==> config.mk <==
export PLATFORM = sky130hd
export DESIGN_NAME = mult_seq_unit
export DESIGN_NICKNAME = d
export VERILOG_FILES = /design/src/rtl/mult_pkg.sv /design/src/rtl/booth_step.sv /design/src/rtl/mult_seq_unit.sv
export SDC_FILE = /design/constraint.sdc
export NUM_CORES = 1
export LEC_CHECK = 0
export CAP_MARGIN = 20
export CORE_ASPECT_RATIO = 0.8
export CORE_MARGIN = 2
export CORE_UTILIZATION = 45
export DETAILED_ROUTE_END_ITERATION = 6
export PLACE_DENSITY_LB_ADDON = 0.12
export SETUP_SLACK_MARGIN = 0.05
export SYNTH_ARGS = -nofsm -noshare
export SYNTH_HDL_FRONTEND = slang
export SYNTH_SLANG_ARGS = --single-unit
==> constraint.sdc <==
create_clock -name clk -period 4.7 [get_ports clk]
set_input_delay 1.175 -clock clk [delete_from_list [all_inputs] [get_ports clk]]
set_output_delay 1.175 -clock clk [all_outputs]
set_load 0.01 [all_outputs]
==> src/rtl/mult_pkg.sv <==
// mult_pkg: shared FSM state type and signed_op encodings for mult_seq_unit.
package mult_pkg;
  typedef enum logic [1:0] {IDLE, CALC, DONE} state_t;
  localparam logic OP_UNSIGNED = 1'b0;
  localparam logic OP_SIGNED = 1'b1;
endpackage

==> src/rtl/booth_step.sv <==
// booth_step: one combinational radix-2 Booth add/sub plus arithmetic right shift of {a,q,q0}.
module booth_step #(
  parameter int N = 33
) (
  input  logic [N-1:0] a,
  input  logic [N-1:0] q,
  input  logic [N-1:0] m,
  input  logic         q0,
  output logic [N-1:0] a_nxt,
  output logic [N-1:0] q_nxt,
  output logic         q0_nxt
);
  logic [N-1:0] s;
  always_comb begin
    s = ({q[0], q0} == 2'b10) ? a - m : ({q[0], q0} == 2'b01) ? a + m : a;
    {a_nxt, q_nxt, q0_nxt} = {s[N-1], s, q};
  end
endmodule

==> src/rtl/mult_seq_unit.sv <==
// mult_seq_unit: sequential Booth multiplier, WIDTH+1 steps per product.
// Define MULT_ZERO_BYPASS_EN to finish zero-operand multiplies straight from IDLE.
module mult_seq_unit
  import mult_pkg::*;
#(
  parameter int WIDTH = 32
) (
  input  logic             clk,
  input  logic             reset,
  input  logic             start,
  input  logic             signed_op,
  input  logic [WIDTH-1:0] x,
  input  logic [WIDTH-1:0] y,
  output logic             busy,
  output logic             done,
  output logic [WIDTH-1:0] hi,
  output logic [WIDTH-1:0] lo,
  output logic             ovf
);
  localparam int N = WIDTH + 1;
  localparam int CW = $clog2(N + 1);
  state_t state;
  logic [N-1:0] a, q, m, a_n, q_n;
  logic q0, q0_n, sgn, ovf_n;
  logic [CW-1:0] cnt;
  logic [2*WIDTH-1:0] prod;
  logic ext_x, ext_y;
  booth_step #(.N(N)) u_step (
    .a(a), .q(q), .m(m), .q0(q0),
    .a_nxt(a_n), .q_nxt(q_n), .q0_nxt(q0_n)
  );
  // Product sits in the low 2*WIDTH bits of the (WIDTH+1)-bit-per-half {A,Q} pair.
  assign prod = {a_n[WIDTH-2:0], q_n};
  assign ovf_n = sgn ? (prod[2*WIDTH-1:WIDTH] != {WIDTH{prod[WIDTH-1]}})
                     : (prod[2*WIDTH-1:WIDTH] != '0);
  assign ext_x = (signed_op == OP_SIGNED) & x[WIDTH-1];
  assign ext_y = (signed_op == OP_SIGNED) & y[WIDTH-1];
  assign busy = state == CALC;
  assign done = state == DONE;
  always_ff @(posedge clk or negedge reset) begin
    if (!reset) begin
      state <= IDLE;
      a <= '0;
      q <= '0;
      m <= '0;
      q0 <= 1'b0;
      cnt <= '0;
      sgn <= 1'b0;
      hi <= '0;
      lo <= '0;
      ovf <= 1'b0;
    end else begin
      case (state)
        IDLE: if (start) begin
          m <= {ext_x, x};
          q <= {ext_y, y};
          a <= '0;
          q0 <= 1'b0;
          cnt <= CW'(N);
          sgn <= signed_op;
`ifdef MULT_ZERO_BYPASS_EN
          if (x == '0 || y == '0) begin
            hi <= '0;
            lo <= '0;
            ovf <= 1'b0;
            state <= DONE;
          end else state <= CALC;
`else
          state <= CALC;
`endif
        end
        CALC: begin
          a <= a_n;
          q <= q_n;
          q0 <= q0_n;
          cnt <= cnt - CW'(1);
          if (cnt == CW'(1)) begin
            hi <= prod[2*WIDTH-1:WIDTH];
            lo <= prod[WIDTH-1:0];
            ovf <= ovf_n;
            state <= DONE;
          end
        end
        DONE: state <= IDLE;
        default: state <= IDLE;
      endcase
    end
  end
endmodule

==> impl_results.md <==
* Most common library cells after synthesis: nand2_1, dfrtp_1, o21ai_0
* Initial antenna violation count at 0
* Crit-path cells: ha_1 > inv_1 > a211oi_2 > a21oi_1 > o31ai_1 > a21oi_1 > a31oi_1 > mux2i_1 > o21ai_0 > nand4_1 > o41ai_2 > a2bb2oi_1
* Pre-CTS WS at between 0.6 and 0.7 ns
* Post-CTS setup repair buffer count at 0
* Max FO, Critical Path at 10
* # setup viols final at 0
* R2R Setup Slk at 0.37 ns
* Routability cong. at approximately 1
* DRC errors left at 0
* Pwr dens at between 800 and 900 nW/um^2
* First-pass GRT wire length at roughly 64000 um
* Die height at 147.8 um
* Slew Limit Fails at 0
* Max-cap violations at 0
* FMAX at about 230 MHz
* I/O Buffers at around 130
* Starting Density at between 40 and 50%
* Critical path class: flip-flop to flip-flop
* Status: finished clean
* Drt pass-1 iters at 6
* Drt total wl at about 40000 um
* Total CTS buffers at 17
* Crit path arrival time at ~4.7 ns
* Number of global-route vias before repair at approximately 11000
* # H-tree levels at 4
* CTS tree: done
* Type of the tightest min-delay check: flip-flop to flip-flop
* Sequential fraction of the synthesis area at 37.20%
* Core area at roughly 25000 sq um
* P_leak at 0.006160 uW
* Num ports at around 140
* Nets@finish at 1660
* Post-synth EDFFs at 0
* Wire length per cell at ~22 um
* Chip width at 183.8 um
* Yosys Warn Count at 0
* Area grow syn2layout at 19.99%
* Most frequent cell after synthesis: nand2_1
* Worst stage delay on the critical path at between 0.5 and 0.6 ns
* Worst vdd ir at 0.4619 mV
* Buf+Inv Stages, Crit Path at 1
* Share of synthesized registers carrying an async set or reset at 100.0%
* Post-CTS Resized at 0
* Setup TNS at 0 ns
* Slew HR at 43.73%
* Dpl hpwl at between 20000 and 30000 um
* Placed cell areas at 13330 sq um
* Via density at 6.131
* Iter 0 DRT Violations at between 1000 and 1500
* Yosys reg bits at between 150 and 200
* Final Hold Vio Count at 0
* Cell taking the most area after synthesis: dfrtp_1
* Congestion Overflow GR at 0
* Clk sink count at 173
* Vias post-DR at 11397
* Final Worst Setup Slack at about 0.37 ns
* RSZ-0062 raised after global routing: no
* CP dominant cell by count: a21oi_1
* # diodes at 0
* Maximum clock path buffer count at 2
* Share of layout cells above drive strength 1 at approximately 6.9%
* Post-route ant nets at 0
* Pin slew with the least headroom to its limit at ~0.84 ns
* Fin crit share at between 90 and 100%
* Nature of the critical path startpoint: flip-flop
* Synth cell types at around 90
* CP required at 5.02 ns
* Post-Route Skew at between 0.01 and 0.015 ns
* CP endpoint kind: flip-flop
* Later-pin clock latency in the skew report at about 0.45 ns
* Avg Cell Area, Syn at between 8 and 9 sq um
* Std-Cell Rows at 52
* Hold_buf cts at 0
* Fin area at roughly 14000 sq um
* Die area at between 20000 and 30000 sq um
* Post-Syn Instances at about 1400
* Top-area cell type share of the netlist area at a little under two fifths
* Final Util at between 50% and 60%
* Synth Flop Type: dfrtp_1
* Cell Area, Synth at ~12000 sq um
* Final worst path period need at between 4 and 5 ns
* Synthesized Nets at approximately 1600
* Largest net degree at the start of global routing at 81
* Total track usage at a little over 30%
* Clock-pin slew on the worst setup and hold paths at ~0.080 ns
* Slowest-stage cell, CP: a211oi_2
* Cell family with the largest share of critical-path delay: compound AO/OA/AOI/OAI gates
* Root buffer cell: clkbuf_16
* Top cells by area, synth: dfrtp_1, nand2_1, ha_1, o21ai_0, a21oi_1
## cell usage in the layout, fill, tap and decap left out, types with 36 or more instances in the layout
cell	netlist	layout
nand2_1	259	258
ha_1	68	68
nor2_1	67	67
inv_1	72	72
nor2b_1	46	44
buf_4	1	36
o21ai_0	153	153
a21oi_1	107	107
dfrtp_1	173	173
clkdlybuf4s50_1	0	133
## state kept, by name, indices dropped and copies added (netlist names)
signal and cells:
a 32, ovf 1, sgn 1, hi 32
state 2, cnt 6, lo 32, q 33
m 33, q0 1
## stage by stage
stage	std cells	total power [uW]	hold WS, ns
finish	1859	12410	0.4752
global route	1859	13300	0.5019
CTS	1859	12260	0.4802
detailed placement	1827	10640	0.4611
global placement	1827	10650	0.4577
floorplan	1422	7797	0.4574
## where the power goes
part / total, uW / switching (uW) / internal [uW] / leakage (uW)
registers: 2750 / 566 / 2190 / 0.00218
clock network: 1560 / 703 / 858 / 0.000303
logic: 8090 / 5070 / 3020 / 0.00368
total: 12400 / 6340 / 6060 / 0.00616
## final timing paths
| check | cells past startpoint | to | startpoint |
|---|---|---|---|
| setup / recovery | 12 | ovf | a[5] |
| hold / removal | 2 | lo[20] | lo[20] |
| setup reg to reg | 12 | ovf | a[5] |
| hold reg to reg | 2 | lo[20] | lo[20] |
| max in group asynchronous | 2 | hi[1] | reset |
| min in group asynchronous | 1 | m[23] | reset |
## cells by family (layout without fill, tap and decap cells)
logic type | count (synthesis) | count (layout) | synth area share [%]
AOI/OAI and AO/OA | 491 | 491 | 27.89
DFF | 173 | 173 | 37.20
muxes | 12 | 12 | 1.097
and+or+nand+nor | 502 | 502 | 19.98
xor gates and xnor gates | 9 | 9 | 0.6774
buffers and inverters | 165 | 278 | 5.495
adders and majority gates | 70 | 70 | 7.656
## routing by layer
layer | share of wire [%] | track usage, %
met2 | 43 | 44.58
met1 | 48 | 45.48
met4 | 1.9 | 7.800
met5 | 0 | 0
met3 | 7.4 | 5.617
## layout make-up
class / count / area [sq um]
Clock buffer: 17 / 425.4
Clock inverter: 15 / 203.9
Fill cell: 2376 / 11410
Inverter: 75 / 281.5
Multi-Input combinational cell: 1084 / 6684
Sequential cell: 173 / 4329
Tap cell: 324 / 405.4
Timing Repair Buffer: 171 / 1633
## tightest hold or removal path, stage by stage (launching register included)
cell     delay [ns]
dfrtp_1        0.34
nand2_1        0.05
nand2_1        0.05
Power figures use the tool's default switching activity.
